--- src/rtl/sim_check_sequencer_if.sv ---
// sim_check_sequencer_if: stimulus-side bundle for sim_check_sequencer.
// Carries the run control (start, done_req) and the per-channel check strobes.
// master drives the bundle (test harness), slave receives it (sequencer).
interface sim_check_sequencer_if #(
  parameter int NUM_CH = 4
);
  logic              start;
  logic [NUM_CH-1:0] chk_valid;
  logic [NUM_CH-1:0] chk_pass;
  logic              done_req;

  modport master (output start, output chk_valid, output chk_pass, output done_req);
  modport slave  (input  start, input  chk_valid, input  chk_pass, input  done_req);
endinterface

--- src/rtl/sim_check_sequencer.sv ---
// sim_check_sequencer: collects pass/fail checks from NUM_CH channels, counts
// RUN+DRAIN cycles, enforces a timeout and drains before a registered verdict.
// Optional macro SIM_CHECK_FINISH_EN: in non-synthesis builds, print a verdict
// line and call $finish on entry to DONE (gated by STOP_COND when defined).
// Default build (macro undefined) has status outputs only.
module sim_check_sequencer #(
  parameter  int NUM_CH       = 4,
  parameter  int CNT_W        = 16,
  parameter  int TIMEOUT      = 1000,
  parameter  int DRAIN_CYCLES = 2,
  parameter  int MAX_ERRORS   = 1,
  localparam int FW           = (NUM_CH > 1) ? $clog2(NUM_CH) : 1
) (
  input  logic                 clock,
  input  logic                 reset,
  sim_check_sequencer_if.slave chk_if,
  output logic                 busy,
  output logic                 finished,
  output logic                 passed,
  output logic                 failed,
  output logic                 timed_out,
  output logic [CNT_W-1:0]     cycle_count,
  output logic [CNT_W-1:0]     check_count,
  output logic [7:0]           error_count,
  output logic [FW-1:0]        first_fail_ch
);

  typedef enum logic [1:0] {
    ST_IDLE  = 2'd0,
    ST_RUN   = 2'd1,
    ST_DRAIN = 2'd2,
    ST_DONE  = 2'd3
  } state_t;

  localparam logic [CNT_W-1:0] CNT_MAX    = '1;
  localparam logic [CNT_W-1:0] TIMEOUT_C  = CNT_W'(TIMEOUT);
  localparam logic [7:0]       MAX_ERR_C  = 8'(MAX_ERRORS);
  // DRAIN counts down to zero, so load one less than the cycle count.
  localparam logic [3:0]       DRAIN_LOAD = (DRAIN_CYCLES > 0) ? 4'(DRAIN_CYCLES - 1) : 4'd0;

  function automatic logic [5:0] popcount(input logic [NUM_CH-1:0] v);
    logic [5:0] n;
    n = 6'd0;
    for (int i = 0; i < NUM_CH; i++) begin
      n = n + {5'd0, v[i]};
    end
    return n;
  endfunction

  function automatic logic [FW-1:0] lowest_idx(input logic [NUM_CH-1:0] v);
    logic [FW-1:0] idx;
    idx = '0;
    for (int i = NUM_CH - 1; i >= 0; i--) begin
      if (v[i]) begin
        idx = FW'(i);
      end else begin
        idx = idx;
      end
    end
    return idx;
  endfunction

  state_t            state_q, state_d;
  logic [3:0]        drain_q, drain_d;
  logic              busy_q, busy_d;
  logic              finished_q, finished_d;
  logic              passed_q, passed_d;
  logic              failed_q, failed_d;
  logic              timed_out_q, timed_out_d;
  logic [CNT_W-1:0]  cycle_q, cycle_d;
  logic [CNT_W-1:0]  check_q, check_d;
  logic [7:0]        err_q, err_d;
  logic [FW-1:0]     ffc_q, ffc_d;

  logic [NUM_CH-1:0] fail_vec_s;
  logic [5:0]        n_ok_s, n_err_s;
  logic [CNT_W:0]    cyc_sum_s, chk_sum_s;
  logic [8:0]        err_sum_s;
  logic [CNT_W-1:0]  cyc_sat_s, chk_sat_s;
  logic [7:0]        err_sat_s;
  logic              good_s;

  // Per-cycle saturating accumulation candidates, used in RUN and DRAIN.
  always_comb begin
    fail_vec_s = chk_if.chk_valid & ~chk_if.chk_pass;
    n_ok_s     = popcount(chk_if.chk_valid);
    n_err_s    = popcount(fail_vec_s);
    cyc_sum_s  = {1'b0, cycle_q} + {{CNT_W{1'b0}}, 1'b1};
    chk_sum_s  = {1'b0, check_q} + (CNT_W+1)'(n_ok_s);
    err_sum_s  = {1'b0, err_q} + {3'd0, n_err_s};
    cyc_sat_s  = cyc_sum_s[CNT_W] ? CNT_MAX : cyc_sum_s[CNT_W-1:0];
    chk_sat_s  = chk_sum_s[CNT_W] ? CNT_MAX : chk_sum_s[CNT_W-1:0];
    err_sat_s  = err_sum_s[8] ? 8'hFF : err_sum_s[7:0];
  end

  // Next-state, counter and verdict computation.
  always_comb begin
    state_d     = state_q;
    drain_d     = drain_q;
    cycle_d     = cycle_q;
    check_d     = check_q;
    err_d       = err_q;
    ffc_d       = ffc_q;
    timed_out_d = timed_out_q;
    passed_d    = passed_q;
    failed_d    = failed_q;
    good_s      = 1'b0;

    if ((state_q == ST_RUN) || (state_q == ST_DRAIN)) begin
      cycle_d = cyc_sat_s;
      check_d = chk_sat_s;
      err_d   = err_sat_s;
      // first_fail_ch latches only on the first cycle that carries an error.
      if ((err_q == 8'd0) && (n_err_s != 6'd0)) begin
        ffc_d = lowest_idx(fail_vec_s);
      end else begin
        ffc_d = ffc_q;
      end
    end else begin
      cycle_d = cycle_q;
    end

    case (state_q)
      ST_IDLE: begin
        if (chk_if.start) begin
          state_d = ST_RUN;
        end else begin
          state_d = ST_IDLE;
        end
      end
      ST_RUN: begin
        if ((err_sat_s >= MAX_ERR_C) || chk_if.done_req || (cyc_sat_s == TIMEOUT_C)) begin
          // The timeout flag is set only when it is the winning exit.
          if (!(err_sat_s >= MAX_ERR_C) && !chk_if.done_req) begin
            timed_out_d = 1'b1;
          end else begin
            timed_out_d = timed_out_q;
          end
          if (DRAIN_CYCLES == 0) begin
            state_d = ST_DONE;
          end else begin
            state_d = ST_DRAIN;
            drain_d = DRAIN_LOAD;
          end
        end else begin
          state_d = ST_RUN;
        end
      end
      ST_DRAIN: begin
        if (drain_q == 4'd0) begin
          state_d = ST_DONE;
        end else begin
          drain_d = drain_q - 4'd1;
        end
      end
      ST_DONE: begin
        state_d = ST_DONE;
      end
      default: begin
        state_d = ST_IDLE;
      end
    endcase

    // Verdict is captured on the edge that enters DONE, from the final counts.
    if ((state_q != ST_DONE) && (state_d == ST_DONE)) begin
      good_s   = (err_d == 8'd0) && !timed_out_d && (check_d != '0);
      passed_d = good_s;
      failed_d = !good_s;
    end else begin
      passed_d = passed_q;
      failed_d = failed_q;
    end

    busy_d     = (state_d == ST_RUN) || (state_d == ST_DRAIN);
    finished_d = (state_d == ST_DONE);
  end

  // State and output registers with synchronous active-low reset.
  always_ff @(posedge clock) begin
    if (!reset) begin
      state_q     <= ST_IDLE;
      drain_q     <= 4'd0;
      busy_q      <= 1'b0;
      finished_q  <= 1'b0;
      passed_q    <= 1'b0;
      failed_q    <= 1'b0;
      timed_out_q <= 1'b0;
      cycle_q     <= '0;
      check_q     <= '0;
      err_q       <= 8'd0;
      ffc_q       <= '0;
    end else begin
      state_q     <= state_d;
      drain_q     <= drain_d;
      busy_q      <= busy_d;
      finished_q  <= finished_d;
      passed_q    <= passed_d;
      failed_q    <= failed_d;
      timed_out_q <= timed_out_d;
      cycle_q     <= cycle_d;
      check_q     <= check_d;
      err_q       <= err_d;
      ffc_q       <= ffc_d;
    end
  end

  assign busy          = busy_q;
  assign finished      = finished_q;
  assign passed        = passed_q;
  assign failed        = failed_q;
  assign timed_out     = timed_out_q;
  assign cycle_count   = cycle_q;
  assign check_count   = check_q;
  assign error_count   = err_q;
  assign first_fail_ch = ffc_q;

`ifdef SIM_CHECK_FINISH_EN
`ifndef SYNTHESIS
`ifndef STOP_COND
`define STOP_COND 1'b1
`endif
  // Report the verdict and end the simulation on the edge entering DONE.
  always @(posedge clock) begin
    if (reset && (state_q != ST_DONE) && (state_d == ST_DONE)) begin
      if (`STOP_COND) begin
        $display("sim_check_sequencer %s cycle_count=%0d check_count=%0d error_count=%0d first_fail_ch=%0d",
                 good_s ? "PASS" : "FAIL", cycle_d, check_d, err_d, ffc_d);
        $finish;
      end
    end
  end
`endif
`endif

endmodule

--- src/flat_wrapper.sv ---
// flat-port wrapper written by rule: the top's interface ports become plain ports
module sim_check_sequencer_flat 
#(
  parameter  int NUM_CH       = 4,
  parameter  int CNT_W        = 16,
  parameter  int TIMEOUT      = 1000,
  parameter  int DRAIN_CYCLES = 2,
  parameter  int MAX_ERRORS   = 1,
  localparam int FW           = (NUM_CH > 1) ? $clog2(NUM_CH) : 1
)
  (clock, reset, busy, finished, passed, failed, timed_out, cycle_count, check_count, error_count, first_fail_ch, chk_if_start, chk_if_chk_valid, chk_if_chk_pass, chk_if_done_req);
  sim_check_sequencer_if #(.NUM_CH(NUM_CH)) chk_if_i ();
  input  logic clock;
  input  logic reset;
  output logic busy;
  output logic finished;
  output logic passed;
  output logic failed;
  output logic timed_out;
  output logic [CNT_W-1:0] cycle_count;
  output logic [CNT_W-1:0] check_count;
  output logic [7:0] error_count;
  output logic [FW-1:0] first_fail_ch;
  input wire logic [$bits(chk_if_i.start)-1:0] chk_if_start;
  input wire logic [$bits(chk_if_i.chk_valid)-1:0] chk_if_chk_valid;
  input wire logic [$bits(chk_if_i.chk_pass)-1:0] chk_if_chk_pass;
  input wire logic [$bits(chk_if_i.done_req)-1:0] chk_if_done_req;
  assign chk_if_i.start = chk_if_start;
  assign chk_if_i.chk_valid = chk_if_chk_valid;
  assign chk_if_i.chk_pass = chk_if_chk_pass;
  assign chk_if_i.done_req = chk_if_done_req;
  sim_check_sequencer #(.NUM_CH(NUM_CH), .CNT_W(CNT_W), .TIMEOUT(TIMEOUT), .DRAIN_CYCLES(DRAIN_CYCLES), .MAX_ERRORS(MAX_ERRORS)) u_core (.clock(clock), .reset(reset), .chk_if(chk_if_i), .busy(busy), .finished(finished), .passed(passed), .failed(failed), .timed_out(timed_out), .cycle_count(cycle_count), .check_count(check_count), .error_count(error_count), .first_fail_ch(first_fail_ch));
endmodule
--- config.mk ---
export PLATFORM = sky130hd
export DESIGN_NAME = sim_check_sequencer_flat
export DESIGN_NICKNAME = d
export VERILOG_FILES = /design/src/rtl/sim_check_sequencer_if.sv /design/src/rtl/sim_check_sequencer.sv /design/src/flat_wrapper.sv
export SDC_FILE = /design/constraint.sdc
export NUM_CORES = 1
export LEC_CHECK = 0
export ABC_AREA = 1
export CORE_MARGIN = 2
export CORE_UTILIZATION = 30
export DETAILED_ROUTE_END_ITERATION = 7
export HOLD_SLACK_MARGIN = 0.08
export PLACE_DENSITY = 0.62
export SLEW_MARGIN = 20
export SYNTH_ARGS = -nofsm -noshare
export SYNTH_HDL_FRONTEND = slang
export SYNTH_SLANG_ARGS = --single-unit
--- constraint.sdc ---
create_clock -name clock -period 4.7 [get_ports clock]
set_clock_uncertainty 0.2 [all_clocks]
set_input_delay 0.94 -clock clock [delete_from_list [all_inputs] [get_ports clock]]
set_output_delay 0.94 -clock clock [all_outputs]
set_load 0.05 [all_outputs]
; Word level (Yosys, flattened, before mapping)
; Cells that the tools add are included.
; Widths: inputs -> output; s select.
[op_classes]
n_addsub = 10
mul = 0
n_div = 0
magnitude_cmp = 1
n_eq_ne = 10
shifts = 0
n_mux = 19
bitwise = 2
reduce_logical = 22
[op_table]
columns = cell, count
row1 = $mux 16, 3
row2 = $add 6x1->6, 4
row3 = $add 16x1->17 const B, 1
row4 = $add 16x6->17, 1
row5 = $eq 16x10->1 const B, 1
row6 = $logic_not 8->1, 2
row7 = $mux 8, 2
row8 = $reduce_bool 16->1, 1
row9 = $mux 2, 6
row10 = $add 8x6->9, 1
row11 = $eq 2x2->1 const B, 4
row12 = $ge 8x1->1 const B, 1
row13 = $mux 4, 2
row14 = $pmux 2 s4, 1
row15 = $pmux 4 s2, 1
row16 = $ne 2x2->1 const B, 3
row17 = $reduce_bool 6->1, 1
row18 = $logic_and 1x1->1, 5
row19 = $add 1x1->2, 2
row20 = $and 4x4->4, 1
row21 = $eq 2x1->1 const B, 2
row22 = $logic_not 1->1, 4
row23 = $logic_not 4->1, 1
row24 = $logic_or 1x1->1, 4
row25 = 7 further kinds, 10
[word_totals]
reg_bits = 53
latch_bits = 0
mem_bits_rw = 0
rom_bits = 0
input_bits = 12
n_memories = 0

; Logic depth before layout (Yosys ltp)
[logic_depth]
ltp_word = 17
ltp_mapped = 31
ltp_nobuf = 31

; Worst setup path after synthesis
; No wires, ideal clock.
[synth_path]
path_kind = input to register
start = input port chk_if_chk_valid[0]
end = register u_core.passed_q (netlist: u_core.passed)
setup_time_ns = 0.065
arrival_ns = 4.448
t_required_ns = 4.435
slack_ns = -0.013
cell_stages = 30
path_buffers = 0
path_cell_list = inv_1 -> nor2_1 -> ha_1 -> inv_1 -> fa_1 -> inv_1 -> ha_1 -> inv_1 -> fa_1 -> inv_1 -> nand3_1 -> nand2_1 -> nand2_1 -> nand2_1 -> nand3_1 -> nand3b_1 -> nor3_2 -> nand2_4 -> a21oi_2 -> ha_1 -> inv_1 -> nor2_1 -> nand3_1 -> nor2_1 -> nand2_1 -> nor2_1 -> nand3_1 -> nor2_1 -> nor2_1 -> nor2_1
[synth_rtl]
columns = item, line_no
row1 = from (decl), flat_wrapper.sv:25  ; input wire logic [$bits(chk_if_i.chk_valid)-1:0] chk_if_chk_valid;
row2 = $and 4x4->4, sim_check_sequencer.sv:85  ; fail_vec_s = chk_if.chk_valid & ~chk_if.chk_pass;
row3 = $add 1x1->2, sim_check_sequencer.sv:45  ; n = n + {5'd0, v[i]};
row4 = $add 6x1->6 (2 in series), sim_check_sequencer.sv:45
row5 = $add 8x6->9, sim_check_sequencer.sv:90  ; err_sum_s = {1'b0, err_q} + {3'd0, n_err_s};
row6 = $mux 8, sim_check_sequencer.sv:93  ; err_sat_s = err_sum_s[8] ? 8'hFF : err_sum_s[7:0];
row7 = $ge 8x1->1, sim_check_sequencer.sv:132  ; if ((err_sat_s >= MAX_ERR_C) || chk_if.done_req || (cyc_sat_s == TIMEOUT_C)) begin
row8 = $logic_or 1x1->1 (2 in series), sim_check_sequencer.sv:132
row9 = $mux 2, sim_check_sequencer.sv:132
row10 = $pmux 2 s4, sim_check_sequencer.sv:123  ; case (state_q)
row11 = net u_core.state_d[0], sim_check_sequencer.sv:63  ; state_t state_q, state_d;
row12 = $eq 2x2->1, n/a
row13 = net u_core.finished_d, sim_check_sequencer.sv:66  ; logic finished_q, finished_d;
row14 = $logic_and 1x1->1, sim_check_sequencer.sv:165  ; if ((state_q != ST_DONE) && (state_d == ST_DONE)) begin
row15 = to (signal assigned), sim_check_sequencer.sv:197  ; passed_q <= passed_d;
row16 = to (decl), sim_check_sequencer.sv:67  ; logic passed_q, passed_d;
; The timed path passes the listed nets, and every way through them passes these cells.
; A chain may end at the register's enable or synchronous reset.

; Worst setup path after layout
[layout_path]
start = input port chk_if_chk_valid[1]
end = register u_core.passed_q (netlist: u_core.passed)
; Same word-level chain as after synthesis.

==> run_results.csv <==
group,metric,value,unit
place,globalplace.congestion,0.888,
sta,fmax,220,MHz
clock_network,clock_sinks,53,
flow_run,maxCapViolations,0,
sta,worst_slew_margin_rel,26.6,%
clock_network,cts_tree,"yes",
drt,wl_per_cell,12.8,um
clock_network,clk_pin_slew,0.07,ns
critical_path,arrival,4.56,ns
floorplan,die_h,115,um
logic_synthesis,ys_types,41,
critical_path,crit_family,"simple AND/OR/NAND/NOR gates",
logic_synthesis,syn_inst,583,
floorplan,initial_core_util,30.8,%
clock_network,cts_hold_buf,0,
sta,worst_pin_slew,1.07,ns
sta,slew_violations,0,
logic_synthesis,syn_avg_cell_area,6.38,sq um
drt,drt_pre_antenna_iters,5,
critical_path,critPathMaxFanout,2,
global_route,grt_pass1_vias,3899,
critical_path,cp-end-kind,"flop",
critical_path,max_stage_delay,0.45,ns
drt,vias,4069,
critical_path,crit_slowest_cell,"fa_2",
floorplan,fp-row-count,40,
sta,setup_viol,0,
layout,area_growth_syn_to_layout,37.4,%
layout,fillers,1234,
floorplan,num_io_pins,59,
sta,min_period,4.55,ns
place,hpwl,7.86,mm
layout,final_nets,718,
critical_path,r2r_end,"u_core.passed$_SDFFE_PN0P_",
logic_synthesis,synth_area_leader_cell,"dfxtp_1",
power_and_ir_drop,power_density,302,mW/mm^2
global_route,grt_pass1_wl,18.0,mm
drt,routed-wl-met2,5.35,mm
critical_path,startpoint_type,"input port",
logic_synthesis,ys_warn_count,0,
logic_synthesis,synth-seq-cells,53,
drt,wl_met3,500,um
drt,drt-met1-wl,4.65,mm
global_route,antenna_found_initial,0,
drt,drt-initial-drc-count,215,
logic_synthesis,synth_area_leaders,"dfxtp_1, nand2_1, inv_1",
logic_synthesis,ys_seq_area_share,28.5,%
drt,viasPerCell,4.77,
logic_synthesis,synth_edf_count,0,
clock_network,clock_latency,0.29,ns
critical_path,endpoint,"u_core.passed$_SDFFE_PN0P_",
run_status,outcome,"finished clean",
sta,final-hold-violation-count,0,
critical_path,startpoint,"chk_if_chk_valid[1]",
floorplan,core_area,0.0121,sq mm
global_route,grt_use_total,16.7,%
critical_path,r2r_start,"u_core.error_count[0]$_SDFF_PN0_",
logic_synthesis,syn-cell-area,0.00372,sq mm
layout,drive_gt1_share,17.5,%
place,port_buffers,58,
sta,rsz0062_at_grt,"yes",
global_route,grt_max_degree,33,
critical_path,crit_required,4.72,ns
power_and_ir_drop,finalPower,1.54,mW
drt,routed_wl,10.9,mm
logic_synthesis,async_reset_ff_share,0,%
drt,ant_nets,0,
critical_path,critPathKind,"input port to flop",
clock_network,clock_path_buffers,2,
power_and_ir_drop,leakagePower,2.27,nW
logic_synthesis,synth_nets,617,
sta,fin_crit_sh,96.8,%
floorplan,die_x,115,um
worst_hold_path,hold_path_class,"flop to flop",
clock_network,cts_buffers,5,
floorplan,die_area,0.0133,sq mm
layout,fin_util,42.4,%
critical_path,rrSetupSlack,1.34,ns
logic_synthesis,synth_ff_type,"dfxtp_1",
logic_synthesis,yosysTopAreaCellShare,28.5,%
layout,diodes,0,
clock_network,cts_root_buf,"clkbuf_16",
critical_path,r2r_cells,24,
drt,top_layer,"met4",
critical_path,cp_num_cells,31,
clock_network,h-tree-depth,2,
power_and_ir_drop,peakVddDrop,0.000146,V
drt,post-route-drc-count,0,
critical_path,worst-path-buf-inv,7,
critical_path,worst_path_most_repeated_cell,"inv_2",
global_route,grt_overflow,0,
[final cells by class]
cell class                      count  area, sq um  share of cell area [%]
Clock buffer                        7          133                    2.60
Clock inverter                      1         7.51                   0.147
Inverter                           94          358                    7.00
Multi-Input combinational cell    424         2410                    47.1
Sequential cell                    53         1060                    20.8
Tap cell                          168          210                    4.11
Timing Repair Buffer              106          935                    18.3
[report_power, final]
| part | switching (mW) | internal, mW |
|---|---|---|
| registers | 0.0567 | 0.490 |
| clock network | 0.165 | 0.198 |
| logic | 0.387 | 0.245 |
| total | 0.608 | 0.933 |
[registers in the layout (all words and copies together), names as in the netlist, 2 cells and up]
signal and flops:
u_core.error_count 8, u_core.state_q 2, u_core.drain_q 4, u_core.check_count 16
u_core.first_fail_ch 2, u_core.cycle_count 16
[worst min path at each step]
| stage | start | to | slack (ns) | cells past startpoint |
|---|---|---|---|---|
| after global routing | u_core.drain_q[1]$_SDFFE_PN0P_ | u_core.drain_q[1]$_SDFFE_PN0P_ | 0.30 | 2 |
| after CTS | u_core.drain_q[1]$_SDFFE_PN0P_ | u_core.drain_q[1]$_SDFFE_PN0P_ | 0.29 | 2 |
| after detailed placement | u_core.drain_q[1]$_SDFFE_PN0P_ | u_core.drain_q[1]$_SDFFE_PN0P_ | 0.28 | 2 |
| final | u_core.drain_q[1]$_SDFFE_PN0P_ | u_core.drain_q[1]$_SDFFE_PN0P_ | 0.28 | 2 |
| after floorplan | u_core.drain_q[1]$_SDFFE_PN0P_ | u_core.drain_q[1]$_SDFFE_PN0P_ | 0.25 | 2 |
| after global placement | u_core.first_fail_ch[1]$_SDFFE_PN0P_ | u_core.first_fail_ch[1]$_SDFFE_PN0P_ | 0.27 | 2 |
[through the flow]
step | std cells | setup slack, ns | area, sq um | hold slack [ns] | setup TNS [ns]
global route | 853 | -0.101 | 5110 | 0.297 | -0.108
finish | 853 | 0.153 | 5110 | 0.282 | 0
floorplan | 583 | 0.0177 | 3730 | 0.253 | 0
detailed placement | 824 | -0.758 | 4670 | 0.276 | -1.78
CTS | 854 | 0.0294 | 5020 | 0.286 | 0
global placement | 824 | -0.545 | 4670 | 0.269 | -1.05
[cells by family (layout without fill, tap and decap cells)]
group | count (synthesis) | after routing | synth area share (%)
buf+inv | 106 | 208 | 10.8
simple gates | 336 | 336 | 41.2
compound gates | 59 | 59 | 9.59
flops | 53 | 53 | 28.5
fa+ha+maj | 22 | 22 | 8.21
xor+xnor | 7 | 7 | 1.65
[per-layer routing]
metal,up-vias,global-route usage [%]
li1,2066,-
met3,41,3.48
met1,1844,19.9
met2,118,29.0
met4,0,7.07
met5,-,0
[tightest hold or removal path: cells and delay by family, from the launching register on]
family | cells | cell delay [ns]
flip-flops | 1 | 0.32
AND/OR/NAND/NOR | 1 | 0.06
AO/OA/AOI/OAI | 1 | 0.05
[cell usage in the layout (no fill, tap or decap), drive strengths merged, types with 2 or more instances in the layout]
| master | synthesis | routed |
|---|---|---|
| dfxtp | 53 | 53 |
| o22ai | 2 | 2 |
| clkbuf | 5 | 8 |
| o221ai | 2 | 2 |
| buf | 7 | 51 |
| nand2 | 143 | 143 |
| fa | 4 | 4 |
| a211oi | 3 | 3 |
| nand4 | 18 | 18 |
| o21bai | 2 | 2 |
| nor3 | 10 | 10 |
| o21ai | 18 | 18 |
| ha | 18 | 18 |
| and2 | 2 | 2 |
| or2 | 4 | 4 |
| xnor2 | 2 | 2 |
| nand3 | 56 | 56 |
| dlygate4sd2 | 0 | 4 |
| a21oi | 20 | 20 |
| o211ai | 4 | 4 |
| a31oi | 4 | 4 |
| nand3b | 3 | 3 |
| inv | 93 | 93 |
| xor2 | 5 | 5 |
| clkdlybuf4s50 | 0 | 50 |
| nor2 | 99 | 99 |
[cell usage after synthesis, types with 5 or more instances]
library cell and instances:
nand2_1 135, inv_1 90, nor2_1 88, dfxtp_1 53, nand3_1 53, a21oi_1 18, ha_1 18, nand4_1 18
o21ai_0 16, nor3_1 9, nor2_2 6, clkbuf_1 5, nand2_2 5, nor2_4 5, xor2_1 5
[what timing repair did]
item                                    in CTS  in global routing
buffers inserted                            22                  2
resized for setup                           36                 23
pin swaps                                   21                 25
endpoints found under the setup margin       2                  4
Note: power is estimated with default switching activity, not from simulation.
